File: config.mk
export PLATFORM = sky130hd
export DESIGN_NAME = cnt1_vec_arbiter
export DESIGN_NICKNAME = d
export VERILOG_FILES = /design/src/rtl/cnt1_vec_arbiter.sv
export SDC_FILE = /design/constraint.sdc
export NUM_CORES = 1
export LEC_CHECK = 0
export CORE_AREA = 8 8 172 174
export CTS_CLUSTER_SIZE = 25
export DETAILED_ROUTE_END_ITERATION = 8
export DIE_AREA = 0 0 180 182
export RECOVER_POWER = 100
export SLEW_MARGIN = 5
export SYNTH_ARGS = -nofsm -noshare
export SYNTH_HDL_FRONTEND = slang
export SYNTH_SLANG_ARGS = --single-unit
File: constraint.sdc
create_clock -name clk -period 1.75 [get_ports clk]
set_clock_uncertainty 0.1 [all_clocks]
set_input_delay 0.175 -clock clk [delete_from_list [all_inputs] [get_ports clk]]
set_output_delay 0.175 -clock clk [all_outputs]
set_load 0.02 [all_outputs]
File: src/rtl/cnt1_vec_arbiter.sv
// cnt1_vec_arbiter: round-robin front end that shares one cnt1 popcount
// pipeline between NUM_REQ sub-vector streams. A grant covers a whole vector
// (SUB_VECTOR_NO beats). The granted id goes into a tag FIFO and is paired
// with the count when cnt1 reports it.
// Optional feature macro: CNT1_ARB_STATS_EN builds per-requester saturating
// granted-vector counters on stat_VecCnt; otherwise stat_VecCnt is tied to 0.

`ifdef CNT1_ARB_STATS_EN
// Per-requester 16-bit saturating grant counter.
module cnt1_arb_stat_ctr (
  input  logic        clk,
  input  logic        rstn,
  input  logic        inc_i,
  output logic [15:0] cnt_o
);
  logic [15:0] cnt_q;

  // count grants, hold at all-ones
  always_ff @(posedge clk or negedge rstn) begin
    if (!rstn)                          cnt_q <= '0;
    else if (inc_i && cnt_q != 16'hFFFF) cnt_q <= cnt_q + 16'd1;
  end

  assign cnt_o = cnt_q;
endmodule
`endif

module cnt1_vec_arbiter #(
  parameter int NUM_REQ       = 2,
  parameter int VECTOR_WIDTH  = 920,
  parameter int BUS_WIDTH     = 128,
  parameter int SUB_VECTOR_NO = (VECTOR_WIDTH + BUS_WIDTH - 1) / BUS_WIDTH,
  parameter int CNT_WIDTH     = $clog2(VECTOR_WIDTH),
  parameter int ID_WIDTH      = ($clog2(NUM_REQ) > 1) ? $clog2(NUM_REQ) : 1,
  parameter int TAG_DEPTH     = 8
) (
  input  logic                           clk,
  input  logic                           rstn,
  input  logic [NUM_REQ*BUS_WIDTH-1:0]   req_Vector,
  input  logic [NUM_REQ-1:0]             req_Valid,
  input  logic [NUM_REQ-1:0]             req_Last,
  output logic [NUM_REQ-1:0]             req_Ready,
  output logic [BUS_WIDTH-1:0]           cnt_Vector,
  output logic                           cnt_Valid,
  output logic                           cnt_Last,
  input  logic                           cnt_Ready,
  input  logic                           mon_CntNew,
  input  logic                           mon_Ready,
  input  logic [CNT_WIDTH-1:0]           mon_Cnt,
  output logic                           res_Valid,
  output logic [CNT_WIDTH-1:0]           res_Cnt,
  output logic [ID_WIDTH-1:0]            res_Id,
  output logic                           err_TagUnderflow,
  output logic [NUM_REQ*16-1:0]          stat_VecCnt
);
  localparam int BEAT_W = $clog2(SUB_VECTOR_NO) + 1;
  localparam int AW     = $clog2(TAG_DEPTH);
  localparam int PW     = AW + 1;
  localparam int ID_W1  = ID_WIDTH + 1;
  localparam logic [ID_W1-1:0]    NREQ_W    = ID_W1'(NUM_REQ);
  localparam logic [BEAT_W-1:0]   BEAT_LAST = BEAT_W'(SUB_VECTOR_NO - 1);
  localparam logic [ID_WIDTH-1:0] ID_LAST   = ID_WIDTH'(NUM_REQ - 1);

  typedef enum logic {IDLE, BURST} state_e;

  state_e                state_q, state_d;
  logic [ID_WIDTH-1:0]   gnt_q, gnt_d;
  logic [ID_WIDTH-1:0]   rr_q, rr_d;
  logic [BEAT_W-1:0]     beat_q, beat_d;
  logic [PW-1:0]         wptr_q, rptr_q;
  logic [ID_WIDTH-1:0]   tag_q [TAG_DEPTH];
  logic                  res_vld_q;
  logic [CNT_WIDTH-1:0]  res_cnt_q;
  logic [ID_WIDTH-1:0]   res_id_q;
  logic                  err_q;

  logic                  arb_vld;
  logic [ID_WIDTH-1:0]   arb_id, cand_id;
  logic [ID_W1-1:0]      cand_sum;
  logic                  push, pop, pop_ok;
  logic                  fifo_empty, fifo_full;

  // occupancy flags from pointers with a wrap bit
  assign fifo_empty = (wptr_q == rptr_q);
  assign fifo_full  = (wptr_q[AW] != rptr_q[AW]) && (wptr_q[AW-1:0] == rptr_q[AW-1:0]);
  assign pop        = mon_CntNew && mon_Ready;
  assign pop_ok     = pop && !fifo_empty;

  // round-robin pick: first valid requester at or after rr_q (descending scan, last hit wins)
  always_comb begin
    arb_vld  = 1'b0;
    arb_id   = '0;
    cand_sum = '0;
    cand_id  = '0;
    for (int k = NUM_REQ - 1; k >= 0; k--) begin
      cand_sum = {1'b0, rr_q} + ID_W1'(k);
      cand_id  = (cand_sum >= NREQ_W) ? ID_WIDTH'(cand_sum - NREQ_W) : ID_WIDTH'(cand_sum);
      if (req_Valid[cand_id]) begin
        arb_vld = 1'b1;
        arb_id  = cand_id;
      end
    end
  end

  // grant FSM next state and beat routing; IDLE inserts one bubble between bursts
  always_comb begin
    state_d    = state_q;
    gnt_d      = gnt_q;
    rr_d       = rr_q;
    beat_d     = beat_q;
    push       = 1'b0;
    cnt_Vector = '0;
    cnt_Valid  = 1'b0;
    cnt_Last   = 1'b0;
    req_Ready  = '0;
    case (state_q)
      IDLE: begin
        // full is judged on pre-pop occupancy
        if (arb_vld && !fifo_full) begin
          gnt_d   = arb_id;
          push    = 1'b1;
          state_d = BURST;
        end
      end
      BURST: begin
        cnt_Vector       = req_Vector[gnt_q*BUS_WIDTH +: BUS_WIDTH];
        cnt_Valid        = req_Valid[gnt_q];
        cnt_Last         = req_Last[gnt_q];
        req_Ready[gnt_q] = cnt_Ready;
        if (cnt_Valid && cnt_Ready) begin
          if (beat_q == BEAT_LAST) begin
            beat_d  = '0;
            rr_d    = (gnt_q == ID_LAST) ? '0 : gnt_q + ID_WIDTH'(1);
            state_d = IDLE;
          end else begin
            beat_d = beat_q + BEAT_W'(1);
          end
        end
      end
      default: state_d = IDLE;
    endcase
  end

  // FSM, grant, round-robin pointer and beat counter registers
  always_ff @(posedge clk or negedge rstn) begin
    if (!rstn) begin
      state_q <= IDLE;
      gnt_q   <= '0;
      rr_q    <= '0;
      beat_q  <= '0;
    end else begin
      state_q <= state_d;
      gnt_q   <= gnt_d;
      rr_q    <= rr_d;
      beat_q  <= beat_d;
    end
  end

  // tag FIFO pointers
  always_ff @(posedge clk or negedge rstn) begin
    if (!rstn) begin
      wptr_q <= '0;
      rptr_q <= '0;
    end else begin
      wptr_q <= wptr_q + PW'(push);
      rptr_q <= rptr_q + PW'(pop_ok);
    end
  end

  // tag storage; contents are don't-care while the slot is unoccupied
  always_ff @(posedge clk) begin
    if (push) tag_q[wptr_q[AW-1:0]] <= arb_id;
  end

  // result pairing: pulse valid one cycle after a pop, hold count/id until next pop
  always_ff @(posedge clk or negedge rstn) begin
    if (!rstn) begin
      res_vld_q <= 1'b0;
      res_cnt_q <= '0;
      res_id_q  <= '0;
      err_q     <= 1'b0;
    end else begin
      res_vld_q <= 1'b0;
      if (pop_ok) begin
        res_vld_q <= 1'b1;
        res_cnt_q <= mon_Cnt;
        res_id_q  <= tag_q[rptr_q[AW-1:0]];
      end else if (pop) begin
        err_q <= 1'b1;
      end
    end
  end

  assign res_Valid        = res_vld_q;
  assign res_Cnt          = res_cnt_q;
  assign res_Id           = res_id_q;
  assign err_TagUnderflow = err_q;

`ifdef CNT1_ARB_STATS_EN
  for (genvar i = 0; i < NUM_REQ; i++) begin : g_stat
    cnt1_arb_stat_ctr u_ctr (
      .clk   (clk),
      .rstn  (rstn),
      .inc_i (push && (arb_id == ID_WIDTH'(i))),
      .cnt_o (stat_VecCnt[i*16 +: 16])
    );
  end
`else
  assign stat_VecCnt = '0;
`endif

endmodule

==> impl_metrics.py <==
metrics = {
    "pwr": {
        "p_per_area_mw_per_mm2": 1301,
        "switching_share_pct": 43.09,
        "comb_power_share_pct": 81.2,
        "leakagePower_nw": 3.991,
        "sequentialPowerShare_pct": 11.7,
        "p_sw_mw": 5.099,
        "p_clk_share_pct": 7.1,
        "max-vdd-ir-drop_uv": 494.2,
        "p_int_mw": 6.734,
    },
    "drt": {
        "drc": 0,
        "vias": 4655,
        "firstDrtPassIters": 4,
        "via_per_inst": 3.775,
        "totalWireLength_um": 22970,
        "antenna_left": 0,
        "wire_per_inst_um": 18.63,
        "drt_iter0_markers": 112,
    },
    "cts": {
        "cts-hold-fix-buffers": 0,
        "clk_path_buf_depth": 2,
        "cts-root-buf": "clkbuf_16",
        "insertion_delay_ns": 0.28,
        "h-tree-depth": 2,
        "cts_tree": "yes",
        "clk_pin_slew_worst_paths_ns": 0.06,
        "cts.sinks": 36,
        "numCtsBuffers": 5,
    },
    "placement": {
        "port_buffers": 419,
        "dp_slack_ns": -0.2811,
        "dpl_cell_area_mm2": 0.008900,
        "hpwl_um": 19440,
        "gp_congestion": 0.7839,
    },
    "synth": {
        "synth_area_leaders": "mux2i_1, nor2b_1, dfrtp_1",
        "yosys.area.top_type": "mux2i_1",
        "netlist_area_mm2": 0.004025,
        "async_reset_ff_share_pct": 77.78,
        "ys_warn_count": 0,
        "synth-seq-cells": 36,
        "synth.distinct_cells": 32,
        "synth_flop_cell": "dfrtp_1",
        "synth_enable_flop_cells": 8,
        "avgSynthCellArea_um2": 9.361,
        "synth_top_area_share_pct": 32.83,
        "syn-instance-count": 430,
        "ys_seq_area_share_pct": 23.38,
    },
    "floorplanning": {
        "rows": 60,
        "die_h_um": 182,
        "die_area_mm2": 0.03276,
        "die_x_um": 180,
        "coreArea_mm2": 0.02665,
        "ioPinCount": 452,
        "initial_core_util_pct": 15.10,
    },
    "timing": {
        "timing.final.crit_share_pct": 109.0,
        "maxSlewViolCount": 0,
        "finalSetupViolCount": 141,
        "setup_ws_ns": -0.1576,
        "fmax_mhz": 524.2,
        "rsz0062_at_grt": "true",
        "worst_slew_pin_slew_ns": 0.7282,
        "hold_viol_final": 0,
        "hold_ws_ns": 0.3817,
        "period_needed_ns": 1.908,
        "slew_headroom_pct": 51.46,
    },
    "status": {
        "status": "finished with violations",
        "violations": "negative setup slack",
    },
    "worst_setup_path": {
        "max_stage_delay_ns": 0.52,
        "crit_chain": "buf_12 > buf_4 > mux2i_1 > nor2b_1 > buf_4",
        "worstSetupPathType": "flop to output pin",
        "critical-path-slowest-cell": "dfrtp_4",
        "worstPathMaxFanout": 10,
        "critPathMostFrequentCell": "buf_4",
        "required_ns": 1.47,
        "critPathLaunchType": "flop",
        "setup.worst_path.end_class": "output pin",
        "arrival_ns": 1.63,
    },
    "cells_and_area": {
        "syn_to_final_growth_pct": 126.0,
        "diodes": 0,
        "drive_gt1_share_pct": 27.13,
        "final_area_mm2": 0.009099,
        "nNetsFinal": 1171,
        "post-route-util_pct": 34.14,
    },
    "job": {
        "cap_violations": 0,
    },
    "global_route": {
        "antenna_found_initial": 0,
        "gr-total-overflow": 0,
        "grt_pass1_wl_um": 32720,
        "grt_pass1_vias": 5108,
        "grt_start_max_net_pins": 78,
        "track_usage_pct": 12.79,
    },
    "hold_path": {
        "hold_path.class": "input pin to async pin",
    },
}
## cells in the final DEF, fill, tap and decap left out, types with 7 or more instances in the layout
master,synthesis,final
clkdlybuf4s50_1,0,272
mux2i_1,132,129
nor2_1,11,8
clkbuf_16,0,7
dlygate4sd3_1,0,15
conb_1,1,32
nor2b_1,131,130
buf_6,0,19
buf_12,0,12
mux2_4,0,11
edfxtp_1,8,8
dfrtp_1,28,23
buf_4,33,160
## Yosys cell counts (all sizes together) (2+ instances only)
library cell    n
nor2b         131
edfxtp          8
xnor2           7
mux2i         132
nor3            2
nor2           11
xor2            4
mux4            2
nand2           4
nand4           2
nand2b          2
dfrtp          28
ha              5
clkbuf         16
mux2           13
nand3           2
buf            48
a41oi           2
## area by class of cell
type | instances | area, um^2
inverter | 1 | 3.754
fill | 2812 | 17550
timing repair buffer | 487 | 4634
clock inverter | 3 | 13.76
multi-input combinational | 360 | 2945
tap | 341 | 426.7
sequential | 36 | 949.7
clock buffer | 5 | 125.1
## stage by stage
step	total power, mW	TNS (ns)	instances
2_1_floorplan	6.135	-0.002128	461
3_3_place_gp	10.69	-27.09	1205
3_5_place_dp	10.69	-27.43	1205
4_1_cts	11.52	-8.922	1222
5_1_grt	12.59	-18.16	1233
6_report	11.83	-8.338	1233
## cells by family after synthesis
family	count (synthesis)	synth area share, %
AO/OA/AOI/OAI	6	1.492
XOR/XNOR	11	2.393
adder cells (fa/ha/maj)	5	1.554
buffers and inverters	65	9.574
flip-flops	36	23.38
multiplexers	147	37.58
other	1	0.09317
AND/OR/NAND/NOR	159	23.94
## power by group through the flow
stage | Combinational (mW) | Clock, mW | Sequential (mW)
floorplan | 4.59 | 0 | 1.55
CTS | 9.25 | 0.871 | 1.39
global placement | 9.30 | 0 | 1.38
detailed placement | 9.29 | 0 | 1.40
finish | 9.61 | 0.840 | 1.38
global route | 10.3 | 0.903 | 1.43
## worst max-delay path: cells and delay by family, from the launching register on
kind                   cells  cell delay, ns
and+or+nand+nor            1            0.20
muxes                      1            0.13
DFF                        1            0.52
buffers and inverters      3            0.50
## layer usage
metal  up-vias  routed length, um  track usage [%]
li1       2322                  -                -
met1      2111               8815            13.85
met2       206              12170            24.11
met3        16               1799            4.651
met4         0                187            1.467
met5         -                  0                0
## final timing paths
path | end | cells after the start | slack, ns | start
min in group clk | beat_q[2]$_DFFE_PN0P_ | 1 | 0.39 | beat_q[2]$_DFFE_PN0P_
max in group asynchronous | gnt_q$_DFFE_PN0P_ | 2 | 0.62 | rstn
min | res_Cnt[7]$_DFFE_PN0P_ | 2 | 0.38 | rstn
max reg2reg | beat_q[0]$_DFFE_PN0P_ | 8 | -0.13 | gnt_q$_DFFE_PN0P_
min reg2reg | beat_q[2]$_DFFE_PN0P_ | 1 | 0.39 | beat_q[2]$_DFFE_PN0P_
max | cnt_Vector[42] | 5 | -0.16 | gnt_q$_DFFE_PN0P_
## state kept, by name, indices dropped and copies added (netlist names)
signal and cells:
beat_q 4, wptr_q 4, res_Id 1, err_TagUnderflow 1, tag_q 8, state_q 1, gnt_q 1, rr_q 1
rptr_q 4, res_Valid 1, res_Cnt 10
## repair_timing
| item | in CTS | in global routing |
|---|---|---|
| setup endpoints to repair | 144 | 157 |
| pin swaps | 3 | 4 |
| gates cloned | 1 | 2 |
| gates resized for setup | 645 | 39 |
| buffers inserted | 8 | 10 |
No activity file was read; power rests on OpenSTA's default activity.
==> edit, RTL diff (same settings) <==
Add a define of `CNT1_ARB_STATS_EN`.
--- a/src/rtl/cnt1_vec_arbiter.sv
+++ b/src/rtl/cnt1_vec_arbiter.sv
@@ -4,6 +4,8 @@
 // with the count when cnt1 reports it.
 // Optional feature macro: CNT1_ARB_STATS_EN builds per-requester saturating
 // granted-vector counters on stat_VecCnt; otherwise stat_VecCnt is tied to 0.
+
+`define CNT1_ARB_STATS_EN
 
 `ifdef CNT1_ARB_STATS_EN
 // Per-requester 16-bit saturating grant counter.
Formal check against the unedited RTL: not equivalent (Yosys sat finds a counterexample within 4 cycles, from zero or initial values and one cycle with rstn low).
==> edit against the original RTL <==
  * The run still ends with setup timing left
  * Worst setup slack got worse by 90 ps
  * Power increased by 28%
  * Final area increased by 31%
  * Sequential cell count increased by 32
  * Global-route usage increased by 6.9 points
  * Synthesized cell count increased by 24%
  * Sequential share of layout area increased by 4.3 points
  * Synthesized area increased by 23%
  * Wire length increased by 48%
  * Clock power increased by 130%
  * Largest cell class unchanged
  * First-iteration DRC count increased by 68%
  * Via count increased by 35%
  * Critical path type unchanged
  * Maximum frequency decreased by 4.5%
==> edit: results (changes against the original RTL) <==
Status - complete, but fails checks
Violated checks - setup timing
CP Max Fanout - 12 (+2)
Root buf cell - clkbuf_16
First-pass GRT wire length - 47.79 mm (+46%)
Worst vdd ir - 0.0007339 V (+48%)
P_leak - 5.150 nW (+29%)
Reg2reg path depth - 5 (-3)
Tot GR Track Use - 0.1970 (+0.06910)
CTS buffer count - 9 (+4)
Slew Limit Headroom - 0.3213 (-0.1933)
CTS Buffer Depth - 2 (unchanged)
Number of H-tree levels - 3 (+1)
Drt first pass iters - 4 (unchanged)
Final WS setup - -247.1 ps (-89.51 ps)
RR Endpoint - g_stat[1].u_ctr.cnt_o[11]
Synth warn - 0 (unchanged)
Max reg flops - 32 (+22)
Dpl cells - 1,394 (+16%)
Initial antenna violation count - 18 (+18)
FF-to-FF Start - state_q
Non-Filler Instances - 1,457 (+18%)
Via/cell ratio - 4.315 (+14%)
Worst EP arrival - 1720 ps (+90 ps)
Final HPWL DP - 28.72 mm (+48%)
Pre-CTS setup slack - -420.8 ps (-139.7 ps)
Post-synth EDFFs - 8 (unchanged)
Post-Route WL - 33.97 mm (+48%)
Vias in the first global route - 6,773 (+33%)
R2R Setup Slk - -180 ps (-50 ps)
Port bufs - 451 (+7.6%)
Critical path origin - gnt_q
Routability cong. - 0.8834 (+13%)
Cell variety after synth - 40 (+25%)
Largest cells by area after synthesis - dfrtp_1, mux2i_1, nor2_1, edfxtp_1, xnor2_1
Largest net degree at the start of global routing - 23 (-71%)
Syn nets - 817
CTS clock-pin slew for the worst setup and hold paths - 60 ps (about the same)
Iteration-0 DRC Markers - 188 (+68%)
Seq/Total Area, Yosys - 0.3512 (+0.1175)
Switching share of power - 0.4230 (-0.007903)
Worst-Skew Late Latency - 330 ps (+50 ps)
Top post-synthesis cells by count - nor2_1, mux2i_1, dfrtp_1
Synth Flop Type - dfrtp_1
Tot Pwr - 15.12 mW (+28%)
Number of fill cells - 2,583 (-8.1%)
Setup TNS - -16,320 ps (-7980 ps)
End of the critical path - cnt_Vector[5]
Final-report setup violation count - 184 (+30%)
Hold Crit Class - in -> reg
Fraction of synthesis flops using an asynchronous set or reset pin - 0.8824 (+0.1046)
Share of layout cells above drive strength 1 - 0.4235 (+0.1522)
Synth Area per Inst - 9.268 µm² (-0.99%)
[edit: cell types whose count changed in the layout (fill, tap and decap cells not counted), moves of 20 or more]
cell / before / now
nor2_1: 8 / 63
xnor2_1: 3 / 23
buf_6: 19 / 59
mux2i_2: 2 / 29
nor2b_1: 130 / 0
buf_4: 160 / 132
nor2_2: 2 / 83
buf_2: 2 / 29
mux2i_1: 129 / 95
conb_1: 32 / 0
clkdlybuf4s50_1: 272 / 301
dfrtp_1: 23 / 51
[edit: worst min path at each step]
stage               slack [ps]        from  cells after the start                       end
finish                     360  mon_Cnt[3]                      2                res_Cnt[3]
global route               350  mon_Cnt[7]                      2                res_Cnt[7]
CTS                        240        rstn                      2  g_stat[0].u_ctr.cnt_o[8]
detailed placement          50        rstn                      1  g_stat[0].u_ctr.cnt_o[4]
global placement            50        rstn                      1  g_stat[0].u_ctr.cnt_o[4]
floorplan                 -220        rstn                      0                 beat_q[0]
[edit: per-layer routing]
layer  up-vias  wire length [µm]  track usage  share of wire
met2       251             15400       0.3078           0.45
met5         -               106            0         0.0031
met3        46              3149      0.08423          0.093
met1      2969             14580       0.2435           0.43
li1       3005                 -            -              -
met4        16               727      0.05702          0.021
[edit: final cells by class]
| cell class | instances | area (µm²) | area share |
|---|---|---|---|
| Timing Repair Buffer | 583 | 5588 | 0.4697 |
| Multi-Input combinational cell | 430 | 3734 | 0.3138 |
| Sequential cell | 68 | 1755 | 0.1475 |
| Tap cell | 341 | 426.7 | 0.03586 |
| Clock buffer | 10 | 250.2 | 0.02103 |
| Clock inverter | 6 | 68.82 | 0.005784 |
| Inverter | 7 | 38.79 | 0.003260 |
| Antenna cell | 11 | 27.53 | 0.002314 |
| Timing Repair inverter | 1 | 8.758 | 0.0007361 |
[edit: what timing repair did]
item	CTS	global route
resized for setup	637	148
setup endpoints to repair	180	205
hold buffers	1	0
endpoints found under the hold margin	15	0
pin swaps	30	10
cloned	5	0
buffers inserted	31	2
[edit: critical path: stages (launching register included)]
cell	delay (ps)
dfrtp_4	500
buf_12	170
buf_6	140
buf_12	140
mux2i_1	130
nor2_1	150
buf_4	170
[edit: logic make-up after synthesis]
logic type,share of synthesized area
simple gates,0.2034
mux,0.3099
flops,0.3512
buf+inv,0.03003
xor+xnor,0.06813
compound gates,0.01969
fa+ha+maj,0.01766
[edit: power by group through the flow]
stage	registers (mW)	clock network, mW	logic [mW]
global placement	2.25	0	10.3
global route	2.29	2.04	11.6
floorplan	2.54	0	4.78
detailed placement	2.26	0	10.3
CTS	2.24	1.96	10.8
finish	2.24	1.91	11.0
[edit: per-stage QoR]
step | instance area [µm²] | hold WS [ps]
after detailed placement | 11020 | 52.00
after floorplan | 5265 | -220.6
after global routing | 11890 | 348.2
final | 11900 | 356.8
after global placement | 11020 | 51.76
after CTS | 11780 | 244.6
